`src/rtl/bcd_to_bin_if.sv`:
```
// Handshake/data bundle for the BCD-to-binary converter.
//
// Handshake: the requester raises start with bcd_in valid; the converter
// accepts it on any rising edge where busy is low (state IDLE). While busy
// is high start is ignored, and nothing is queued. valid is a single-cycle
// pulse that marks a new bin_out/err. There is no back-pressure, and
// bin_out/err hold their values until the next valid pulse.
interface bcd_to_bin_if #(
  parameter int DIGITS = 4,
  parameter int BIN_W  = 14
);
  logic                  start;
  logic [DIGITS*4-1:0]   bcd_in;
  logic                  busy;
  logic                  valid;
  logic [BIN_W-1:0]      bin_out;
  logic                  err;

  // Requester side (keypad / front-panel entry logic).
  modport master (
    output start,
    output bcd_in,
    input  busy,
    input  valid,
    input  bin_out,
    input  err
  );

  // Converter side.
  modport slave (
    input  start,
    input  bcd_in,
    output busy,
    output valid,
    output bin_out,
    output err
  );
endinterface

```
`src/rtl/bcd_to_bin.sv`:
```
// Sequential packed-BCD to unsigned binary converter.
// Processes one digit per clock, most-significant digit first, using
// acc = acc*10 + digit. The FSM runs IDLE -> CONV (DIGITS cycles) -> DONE -> IDLE.
// Optional build macro BCD_TO_BIN_CHECK_EN: digits above 9 set a sticky error.
// A conversion that sees such a digit then reports err=1 and an all-ones result.
// state_dbg exposes the FSM state (0=IDLE, 1=CONV, 2=DONE).
module bcd_to_bin #(
  parameter int DIGITS = 4,
  parameter int BIN_W  = 14
) (
  input  logic          sys_clk,
  input  logic          sys_rst_n,
  bcd_to_bin_if.slave   bus,
  output logic [1:0]    state_dbg
);

  typedef enum logic [1:0] {
    S_IDLE = 2'd0,
    S_CONV = 2'd1,
    S_DONE = 2'd2
  } state_t;

  localparam int IDX_W = (DIGITS > 1) ? $clog2(DIGITS) : 1;
  localparam logic [IDX_W-1:0] IDX_LAST = IDX_W'(DIGITS - 1);
  localparam logic [IDX_W-1:0] IDX_ONE  = IDX_W'(1);

  state_t              state;
  state_t              state_nxt;
  logic [DIGITS*4-1:0] shadow;
  logic [IDX_W-1:0]    idx;
  logic [BIN_W-1:0]    acc;
  logic [BIN_W-1:0]    acc_nxt;
  logic [3:0]          digit;
  logic                accept;
  logic                busy_int;
  logic                done_exit;
  logic                valid_q;
  logic [BIN_W-1:0]    bin_q;
  logic                err_q;
  logic [BIN_W-1:0]    result_bin;
  logic                result_err;

  // A request is taken only from IDLE, so an in-flight operand is never overwritten.
  assign accept = (state == S_IDLE) && bus.start;

  // State register.
  always_ff @(posedge sys_clk) begin
    if (!sys_rst_n) begin
      state <= S_IDLE;
    end else begin
      state <= state_nxt;
    end
  end

  // Next-state logic: CONV ends on the edge that processes digit index 0.
  always_comb begin
    state_nxt = state;
    case (state)
      S_IDLE: if (bus.start) state_nxt = S_CONV;
      S_CONV: if (idx == '0) state_nxt = S_DONE;
      S_DONE: state_nxt = S_IDLE;
      default: state_nxt = S_IDLE;
    endcase
  end

  // FSM output decode: busy covers CONV and DONE, and DONE's exiting edge loads the result.
  always_comb begin
    busy_int  = 1'b0;
    done_exit = 1'b0;
    case (state)
      S_CONV: busy_int = 1'b1;
      S_DONE: begin
        busy_int  = 1'b1;
        done_exit = 1'b1;
      end
      default: begin
        busy_int  = 1'b0;
        done_exit = 1'b0;
      end
    endcase
  end

  // Select the digit addressed by idx from the captured operand.
  always_comb begin
    digit = 4'd0;
    for (int i = 0; i < DIGITS; i++) begin
      if (idx == IDX_W'(i)) digit = shadow[i*4 +: 4];
    end
  end

  // acc*10 + digit as two shifts and adds, truncated to BIN_W bits.
  always_comb begin
    acc_nxt = (acc << 3) + (acc << 1) + BIN_W'(digit);
  end

  // Operand capture, accumulator and digit index.
  always_ff @(posedge sys_clk) begin
    if (!sys_rst_n) begin
      shadow <= '0;
      idx    <= '0;
      acc    <= '0;
    end else if (accept) begin
      shadow <= bus.bcd_in;
      idx    <= IDX_LAST;
      acc    <= '0;
    end else if (state == S_CONV) begin
      acc <= acc_nxt;
      if (idx != '0) idx <= idx - IDX_ONE;
    end
  end

`ifdef BCD_TO_BIN_CHECK_EN
  logic err_sticky;

  // Sticky invalid-digit flag: cleared per request and set by any digit above 9 seen in CONV.
  always_ff @(posedge sys_clk) begin
    if (!sys_rst_n) begin
      err_sticky <= 1'b0;
    end else if (accept) begin
      err_sticky <= 1'b0;
    end else if ((state == S_CONV) && (digit > 4'd9)) begin
      err_sticky <= 1'b1;
    end
  end

  // A flagged conversion reports all ones rather than a misleading number.
  always_comb begin
    result_err = err_sticky;
    result_bin = err_sticky ? {BIN_W{1'b1}} : acc;
  end
`else
  // No digit checking: digits 10..15 feed the arithmetic unchanged.
  always_comb begin
    result_err = 1'b0;
    result_bin = acc;
  end
`endif

  // Result registers: loaded on DONE's exiting edge, and valid pulses for one cycle.
  always_ff @(posedge sys_clk) begin
    if (!sys_rst_n) begin
      valid_q <= 1'b0;
      bin_q   <= '0;
      err_q   <= 1'b0;
    end else begin
      valid_q <= 1'b0;
      if (done_exit) begin
        valid_q <= 1'b1;
        bin_q   <= result_bin;
        err_q   <= result_err;
      end
    end
  end

  assign bus.busy    = busy_int;
  assign bus.valid   = valid_q;
  assign bus.bin_out = bin_q;
  assign bus.err     = err_q;
  assign state_dbg   = state;

endmodule

```
`src/flat_wrapper.sv`:
```
// flat-port wrapper written by rule: the top's interface ports become plain ports
module bcd_to_bin_flat 
#(
  parameter int DIGITS = 4,
  parameter int BIN_W  = 14
)
  (sys_clk, sys_rst_n, state_dbg, bus_start, bus_bcd_in, bus_busy, bus_valid, bus_bin_out, bus_err);
  bcd_to_bin_if #(.DIGITS(DIGITS), .BIN_W(BIN_W)) bus_i ();
  input  logic sys_clk;
  input  logic sys_rst_n;
  output logic [1:0] state_dbg;
  input wire logic [$bits(bus_i.start)-1:0] bus_start;
  input wire logic [$bits(bus_i.bcd_in)-1:0] bus_bcd_in;
  output wire logic [$bits(bus_i.busy)-1:0] bus_busy;
  output wire logic [$bits(bus_i.valid)-1:0] bus_valid;
  output wire logic [$bits(bus_i.bin_out)-1:0] bus_bin_out;
  output wire logic [$bits(bus_i.err)-1:0] bus_err;
  assign bus_i.start = bus_start;
  assign bus_i.bcd_in = bus_bcd_in;
  assign bus_busy = bus_i.busy;
  assign bus_valid = bus_i.valid;
  assign bus_bin_out = bus_i.bin_out;
  assign bus_err = bus_i.err;
  bcd_to_bin #(.DIGITS(DIGITS), .BIN_W(BIN_W)) u_core (.sys_clk(sys_clk), .sys_rst_n(sys_rst_n), .bus(bus_i), .state_dbg(state_dbg));
endmodule
```
`config.mk`:
```
export PLATFORM = sky130hd
export DESIGN_NAME = bcd_to_bin_flat
export DESIGN_NICKNAME = d
export VERILOG_FILES = /design/src/rtl/bcd_to_bin_if.sv /design/src/rtl/bcd_to_bin.sv /design/src/flat_wrapper.sv
export SDC_FILE = /design/constraint.sdc
export NUM_CORES = 1
export LEC_CHECK = 0
export CAP_MARGIN = 20
export CORE_ASPECT_RATIO = 0.75
export CORE_MARGIN = 8
export CORE_UTILIZATION = 35
export CTS_BUF_LIST = sky130_fd_sc_hd__clkbuf_8
export DETAILED_ROUTE_END_ITERATION = 7
export HOLD_SLACK_MARGIN = 0.06
export PLACE_DENSITY = 0.54
export SLEW_MARGIN = 5
export SYNTH_ARGS = -nofsm -noshare
export SYNTH_HDL_FRONTEND = slang
export SYNTH_SLANG_ARGS = --single-unit
```
`constraint.sdc`:
```
create_clock -name sys_clk -period 3.1 [get_ports sys_clk]
set_clock_uncertainty 0.2 [all_clocks]
set_input_delay 0.31 -clock sys_clk [delete_from_list [all_inputs] [get_ports sys_clk]]
set_output_delay 0.31 -clock sys_clk [all_outputs]
set_load 0.05 [all_outputs]
```
==> results of run 1 <==
==> flip-flops by register name (all words and copies together), names as in the netlist <==
name and count:
u_core.shadow 16, u_core.acc 14, u_core.bus.bin_out 14, u_core.idx 2
u_core.state_dbg 2, u_core.bus.valid 1
==> metal layers <==
metal  vias up  wire (µm)  global-route usage (%)
li1       1164          -                       -
met1       984       3390                    15.1
met2        31       2530                    17.3
met3         7        213                    2.28
met4         0         88                    4.04
met5         -          0                       0
==> critical path: cells and delay by family (launching register included) <==
kind,cells,cell delay [ns]
adder cells (fa/ha/maj),3,0.96
flip-flops,1,0.36
AO/OA/AOI/OAI,7,1.05
AND/OR/NAND/NOR,2,0.25
buffers and inverters,2,0.21
==> cells in the final DEF (no fill, tap or decap), drive strengths merged, types with 2 or more instances in the layout <==
master	instances
nand2	53
dfxtp	49
clkdlybuf4s50	36
ha	30
mux2i	22
a21oi	21
nor2b	19
a21boi	19
buf	16
nor2	12
o21ai	12
o21a	6
inv	6
xnor2	5
clkbuf	5
nor3	5
nand3	5
and2	4
nand3b	3
nand4	3
nor3b	3
xor2	2
and3	2
a21o	2
o31ai	2
a211oi	2
fa	2
==> stage by stage <==
stage	setup WS (ns)	utilization [%]	hold WS [ns]
floorplan	0.0181	-	0.235
finish	-0.0339	44.5	0.269
global placement	-0.119	41.9	0.254
detailed placement	-0.160	41.9	0.256
global route	-0.253	44.5	0.286
CTS	-0.0455	44.1	0.270
==> final cells by class <==
cell class / instances / area (µm²)
flip-flops and latches: 49 / 986
repair buffers: 52 / 484
clock buffers: 5 / 68.8
fillers: 778 / 4380
clock inverters: 3 / 43.8
inverters: 5 / 21.3
multi-input cells: 243 / 1770
well taps: 105 / 131
==> path summary, 6_finish.rpt <==
kind | startpoint | end | slack, ns | cells after the start
worst min register to register | u_core.shadow[0]$_SDFFE_PN0P_ | u_core.shadow[0]$_SDFFE_PN0P_ | 0.27 | 2
worst min-delay path | u_core.shadow[0]$_SDFFE_PN0P_ | u_core.shadow[0]$_SDFFE_PN0P_ | 0.27 | 2
worst max register to register | u_core.idx[1]$_SDFFE_PN0P_ | u_core.acc[8]$_SDFFE_PP0P_ | -0.03 | 14
worst max-delay path | u_core.idx[1]$_SDFFE_PN0P_ | u_core.acc[8]$_SDFFE_PP0P_ | -0.03 | 14
==> what timing repair did <==
action / 4_1_cts / 5_1_grt
endpoints found under the hold margin: 0 / 0
setup endpoints to repair: 7 / 8
resized for setup: 13 / 3
buffers inserted: 3 / 2
pin swaps: 11 / 3
==> cell families after synthesis <==
| family | after synthesis |
|---|---|
| adders and majority gates | 32 |
| DFF | 49 |
| other | 1 |
| buffers and inverters | 24 |
| xor gates and xnor gates | 7 |
| AOI/OAI and AO/OA | 68 |
| muxes | 22 |
| and+or+nand+nor | 113 |
==> report_power, final <==
group / internal, mW / total, mW / switching, mW
sequential: 0.701 / 0.760 / 0.0593
clock: 0.242 / 0.471 / 0.229
combinational: 0.330 / 0.770 / 0.439
total: 1.27 / 2.00 / 0.728
==> reports/metrics.csv, run 1 <==
stage,metric,value,unit
logic_synthesis,yosysWarnings,0,
logic_synthesis,synth_top_area_share,34.5,%
clock_tree,tritoncts,done,
global_route,gr-total-overflow,0,
sta,layout_min_cycle_time,3.13,ns
sta,fin_ws,-0.0339,ns
placed_design,port_buffers,36,
setup_path,cp-end-kind,flip-flop,
global_route,grt_max_degree,37,
sta,slew_headroom,64.5,%
clock_tree,root_buffer,clkbuf_8,
detailed_routing,first_pass_iters,4,
setup_path,worstPathArrival,3.14,ns
clock_tree,postCtsHoldBufs,0,
clock_tree,numCtsBuffers,5,
detailed_routing,drt_iter0_drc,70,
setup_path,crit_path_max_incr_delay,0.44,ns
clock_tree,cts_sinks,49,
min_path,worstHoldPathType,flip-flop to flip-flop,
power,power_density,571,nW/µm²
detailed_routing,via_per_inst,4.73,
setup_path,criticalPathCategory,flip-flop to flip-flop,
cells_and_area,design_area,3510,µm²
die,core-area,7880,µm²
placed_design,dp.cells,449,
sta,slew_violations,0,
logic_synthesis,yosysMostFrequentCell,nand2_1,
logic_synthesis,syn-num-nets,367,
global_route,grt_pass1_vias,2157,
logic_synthesis,postSynthAreaPerCell,9.00,µm²
cells_and_area,final_cells,462,
placed_design,post_dp_cell_area,3300,µm²
setup_path,required,3.11,ns
die,die_h,94.1,µm
clock_tree,htree_levels,2,
logic_synthesis,synth_top_family_by_area,simple AND/OR/NAND/NOR gates,
logic_synthesis,synthFlopType,dfxtp_1,
logic_synthesis,synth_xor_area_share,2.15,%
sta,setup_viol,4,
logic_synthesis,yosys.area_share.simple,19.6,%
die,die_x,120,µm
logic_synthesis,synth_edf_count,0,
logic_synthesis,async_flop_share,0,%
logic_synthesis,synth.distinct_cells,46,
setup_path,crit_fanout,5,
die,start_util,36.1,%
detailed_routing,wl_per_cell,13.5,µm
clock_tree,path_clk_slew,0.09,ns
sta,hold_viol,0,
logic_synthesis,synth_area_leaders,"dfxtp_1 (34%), ha_1 (13%), mux2i_1 (7.7%)",
global_route,grt_pass1_wl,10400,µm
setup_path,worstPathCellList,inv_4 -> ha_4 -> nand3b_1 -> a21oi_1 -> a21oi_1 -> o21ai_1 -> fa_1 -> buf_4 -> fa_2 -> a21oi_2 -> o21ai_2 -> a21oi_2 -> nor4b_1 -> a211o_1,
die,io_pins,38,
cells_and_area,nets,407,
die,dieArea,11300,µm²
clock_tree,clock_latency,0.31,ns
die,num_rows,28,
logic_synthesis,synth-compound-area-share,16.3,%
logic_synthesis,synthMuxAreaShare,7.74,%
setup_path,cp-start-kind,flip-flop,
run_status,status,"complete, but fails checks",
logic_synthesis,synth_area,2850,µm²
logic_synthesis,ys_ff_latch,49,
sta,clock.fmax,319,MHz
sta,rsz0062_at_grt,true,
sta,finalCritPeriodShare,101,%
cells_and_area,diodes,0,
clock_tree,clockBufferDepth,2,
job,drv_cap,0,
placed_design,dp_hpwl,4490,µm
placed_design,place_congestion,0.821,
detailed_routing,drt_wl_total,6220,µm
logic_synthesis,synth_common_cells,"nand2_1 (53), dfxtp_1 (49), ha_1 (30)",
cells_and_area,areaGrowthSynthToFinish,23.2,%
global_route,grt_use_total,11.2,%
logic_synthesis,synth_fa_ha_area_share,14.6,%
sta,tightest_slew,0.533,ns
logic_synthesis,synth-seq-area-share,34.5,%
setup_path,slowest_stage,fa_1,
logic_synthesis,yosys.area.top_type,dfxtp_1,
run_status,failed_checks,setup timing,
sta,setup_tns,-0.0820,ns
detailed_routing,antenna_left,0,
power,total_power,2.00,mW
detailed_routing,drc,0,
power,ir_drop,0.284,mV
detailed_routing,num_vias,2186,
logic_synthesis,synth_cells,316,
global_route,antenna_found_initial,0,
cells_and_area,final_layout_size_suffix_gt1_share,13.2,%
power,p_leak,1.39,nW
No activity file was read; power rests on OpenSTA's default activity.
==> run 2: changes to the inputs <==
CTS_CLUSTER_SIZE = 24   (was not set)
GPL_TIMING_DRIVEN = 0   (was not set)
==> run 2 against run 1 <==
  * The flow still finishes with violations (setup timing)
  * Final cell count up 1.9%
  * Cell area up 2.1%
  * Sequential cell count unchanged
  * Critical path type unchanged
  * Critical path depth down 1
  * Highest routed layer unchanged
  * Non-clock buffer count up 9
  * Global-route usage up 0.42 points
==> reports/metrics.csv, run 2 (same netlist as run 1, synthesis figures left out) <==
stage,metric,value,unit,change
run_status,status,"complete, but fails checks",,
run_status,failed_checks,setup timing,,
sta,hold_viol,0,,unchanged
cells_and_area,fillerInstances,797,,+2.4%
min_path,min_from,sys_rst_n,,
min_path,holdPathStages,2,,unchanged
setup_path,crit_path_max_incr_delay,0.46,ns,+0.02 ns
die,die_x,120,µm,unchanged
placed_design,port_buffers,35,,-2.8%
global_route,gr-total-overflow,0,,unchanged
clock_tree,root_buffer,clkbuf_8,,
clock_tree,cts_sinks,49,,unchanged
global_route,grt_use_total,11.6,%,+0.42 points
clock_tree,clock_latency,0.31,ns,about the same
detailed_routing,drt_iter0_drc,109,,+56%
cells_and_area,nets,416,,+2.2%
sta,clock.fmax,308,MHz,-3.3%
setup_path,r2r_slack,-0.14,ns,-0.11 ns
detailed_routing,antenna_left,0,,unchanged
cells_and_area,final_layout_size_suffix_gt1_share,14.5,%,+1.3 points
power,p_leak,1.41,nW,+1.4%
clock_tree,numCtsBuffers,5,,unchanged
setup_path,worstPathCellList,inv_4 -> ha_4 -> nand3b_1 -> a21oi_1 -> a21oi_1 -> o21ai_2 -> fa_1 -> ha_1 -> a21o_1 -> nand4_1 -> and3_1 -> o21a_1 -> o21a_1,,
min_path,worstHoldPathType,input pin to flip-flop,,
clock_tree,path_clk_slew,0.10,ns,about the same
die,start_util,36.1,%,unchanged
sta,finalCritPeriodShare,105,%,+3.5 points
power,ir_drop,0.243,mV,-15%
setup_path,crit_fanout,5,,unchanged
setup_path,required,3.12,ns,about the same
cells_and_area,areaGrowthSynthToFinish,25.9,%,
global_route,grt_use_met1,16.0,%,+0.92 points
placed_design,place_congestion,0.830,,+1.0%
sta,setup_viol,8,,+4
cells_and_area,diodes,0,,unchanged
global_route,met2_usage,17.4,%,+0.14 points
global_route,antenna_found_initial,0,,unchanged
clock_tree,htree_levels,2,,unchanged
sta,tightest_slew,0.504,ns,-0.0281 ns
global_route,grt_max_degree,18,,-51%
detailed_routing,drt_wl_total,6460,µm,+3.8%
global_route,top_usage_layer,met2,,
die,die_h,94.1,µm,unchanged
power,total_power,1.98,mW,-1.2%
sta,fin_ws,-0.142,ns,-0.108 ns
clock_tree,postCtsHoldBufs,0,,unchanged
setup_path,worstPathArrival,3.26,ns,+0.12 ns
global_route,grt_pass1_vias,2187,,+1.4%
min_path,whs_endpoint,u_core.shadow[0]$_SDFFE_PN0P_,,
detailed_routing,num_vias,2287,,+4.6%
cells_and_area,regMostFlops,u_core.shadow,,
global_route,grtUsageMet3,2.70,%,+0.42 points
sta,slew_headroom,66.3,%,+1.8 points
cells_and_area,mostFrequentLayoutCell,nand2_1,,
cells_and_area,final_cell_mix,"nand2_1 (53), dfxtp_1 (47), clkdlybuf4s50_1 (35), ha_1 (26), mux2i_1 (22)",,
cells_and_area,largest_reg_flops,16,,unchanged
die,num_rows,28,,unchanged
placed_design,dp_hpwl,4860,µm,+8.1%
job,drv_cap,0,,unchanged
die,dieArea,11300,µm²,unchanged
setup_path,criticalPathCategory,flip-flop to flip-flop,,
setup_path,reg2reg_depth,13,,-1
setup_path,cp-start-kind,flip-flop,,
detailed_routing,via_per_inst,4.86,,+2.6%
global_route,grt_pass1_wl,10600,µm,+1.8%
sta,slew_violations,0,,unchanged
setup_path,r2r-end,u_core.acc[7]$_SDFFE_PP0P_,,
detailed_routing,drc,0,,unchanged
sta,layout_min_cycle_time,3.24,ns,+0.108 ns
setup_path,slowest_stage,fa_1,,
setup_path,r2r_start,u_core.idx[1]$_SDFFE_PN0P_,,
setup_path,cp-end-kind,flip-flop,,
cells_and_area,final_util,45.4,%,+0.95 points
die,core-area,7880,µm²,unchanged
clock_tree,tritoncts,done,,
die,io_pins,38,,unchanged
sta,rsz0062_at_grt,true,,
power,power_density,552,nW/µm²,-3.2%
detailed_routing,wl_per_cell,13.7,µm,+1.8%
clock_tree,clockBufferDepth,2,,unchanged
detailed_routing,first_pass_iters,4,,unchanged
-- run 2: cell types whose count changed in the layout (fill, tap and decap cells not counted), moves of 2 or more --
cell	delta
clkbuf_1	+6
clkinvlp_4	+2
buf_4	-6
buf_2	+7
-- run 2: timing repair --
action                     CTS  global route
buffers inserted             7             2
pin swaps                   14            13
setup endpoints to repair    9             8
gates resized for setup     12             7
-- run 2: power by group --
part	leakage, nW	switching [mW]	internal, mW
logic	0.970	0.460	0.345
clock network	0.0423	0.245	0.165
registers	0.399	0.0614	0.701
total	1.41	0.767	1.21
-- run 2: layout make-up --
type / instances / area [µm²] / share of cell area, %
repair buffers: 43 / 423 / 11.8
clock inverters: 3 / 26.3 / 0.734
well taps: 105 / 131 / 3.67
flip-flops and latches: 49 / 986 / 27.5
inverters: 5 / 21.3 / 0.594
multi-input cells: 243 / 1800 / 50.4
clock buffers: 5 / 68.8 / 1.92
plain buffers: 18 / 120 / 3.35
-- run 2: how the worst max path moves through the flow --
stage | end | depth (start not counted) | start | slack [ns]
floorplan | u_core.acc[8]$_SDFFE_PP0P_ | 13 | u_core.idx[1]$_SDFFE_PN0P_ | 0.02
global placement | u_core.acc[7]$_SDFFE_PP0P_ | 13 | u_core.idx[1]$_SDFFE_PN0P_ | -0.34
detailed placement | u_core.acc[7]$_SDFFE_PP0P_ | 13 | u_core.idx[1]$_SDFFE_PN0P_ | -0.35
CTS | u_core.acc[7]$_SDFFE_PP0P_ | 13 | u_core.idx[1]$_SDFFE_PN0P_ | -0.12
global route | u_core.acc[7]$_SDFFE_PP0P_ | 13 | u_core.idx[1]$_SDFFE_PN0P_ | -0.26
finish | u_core.acc[7]$_SDFFE_PP0P_ | 13 | u_core.idx[1]$_SDFFE_PN0P_ | -0.14
-- run 2: worst max-delay path, delay by kind of cell, from the launching register on --
family                     cells  cell delay, ns
buffers and inverters          1            0.05
adders and majority gates      3            0.92
and+or+nand+nor                3            0.80
AOI/OAI and AO/OA              6            0.83
DFF                            1            0.36
-- run 2: through the flow --
stage | TNS, ns | hold slack (ns) | area [µm²] | setup WS (ns) | instances
after global placement | -2.06 | 0.245 | 3330 | -0.336 | 456
after global routing | -1.56 | 0.102 | 3580 | -0.259 | 471
after CTS | -0.584 | 0.0943 | 3530 | -0.118 | 470
after floorplan | 0 | 0.235 | 2850 | 0.0181 | 316
after detailed placement | -2.17 | 0.251 | 3330 | -0.346 | 456
final | -0.533 | 0.100 | 3580 | -0.142 | 471
-- run 2: metal layers --
layer | share of wire (%) | vias up
met4 | 1.1 | 0
met3 | 4.3 | 7
met5 | 0 | -
met1 | 52 | 1053
li1 | - | 1187
met2 | 43 | 40
==> run 3: changes to the inputs <==
CTS_CLUSTER_SIZE = 16   (was 24)
==> results of run 3 <==
No change in the layout: final DEF, timing and power equal those of run 2.
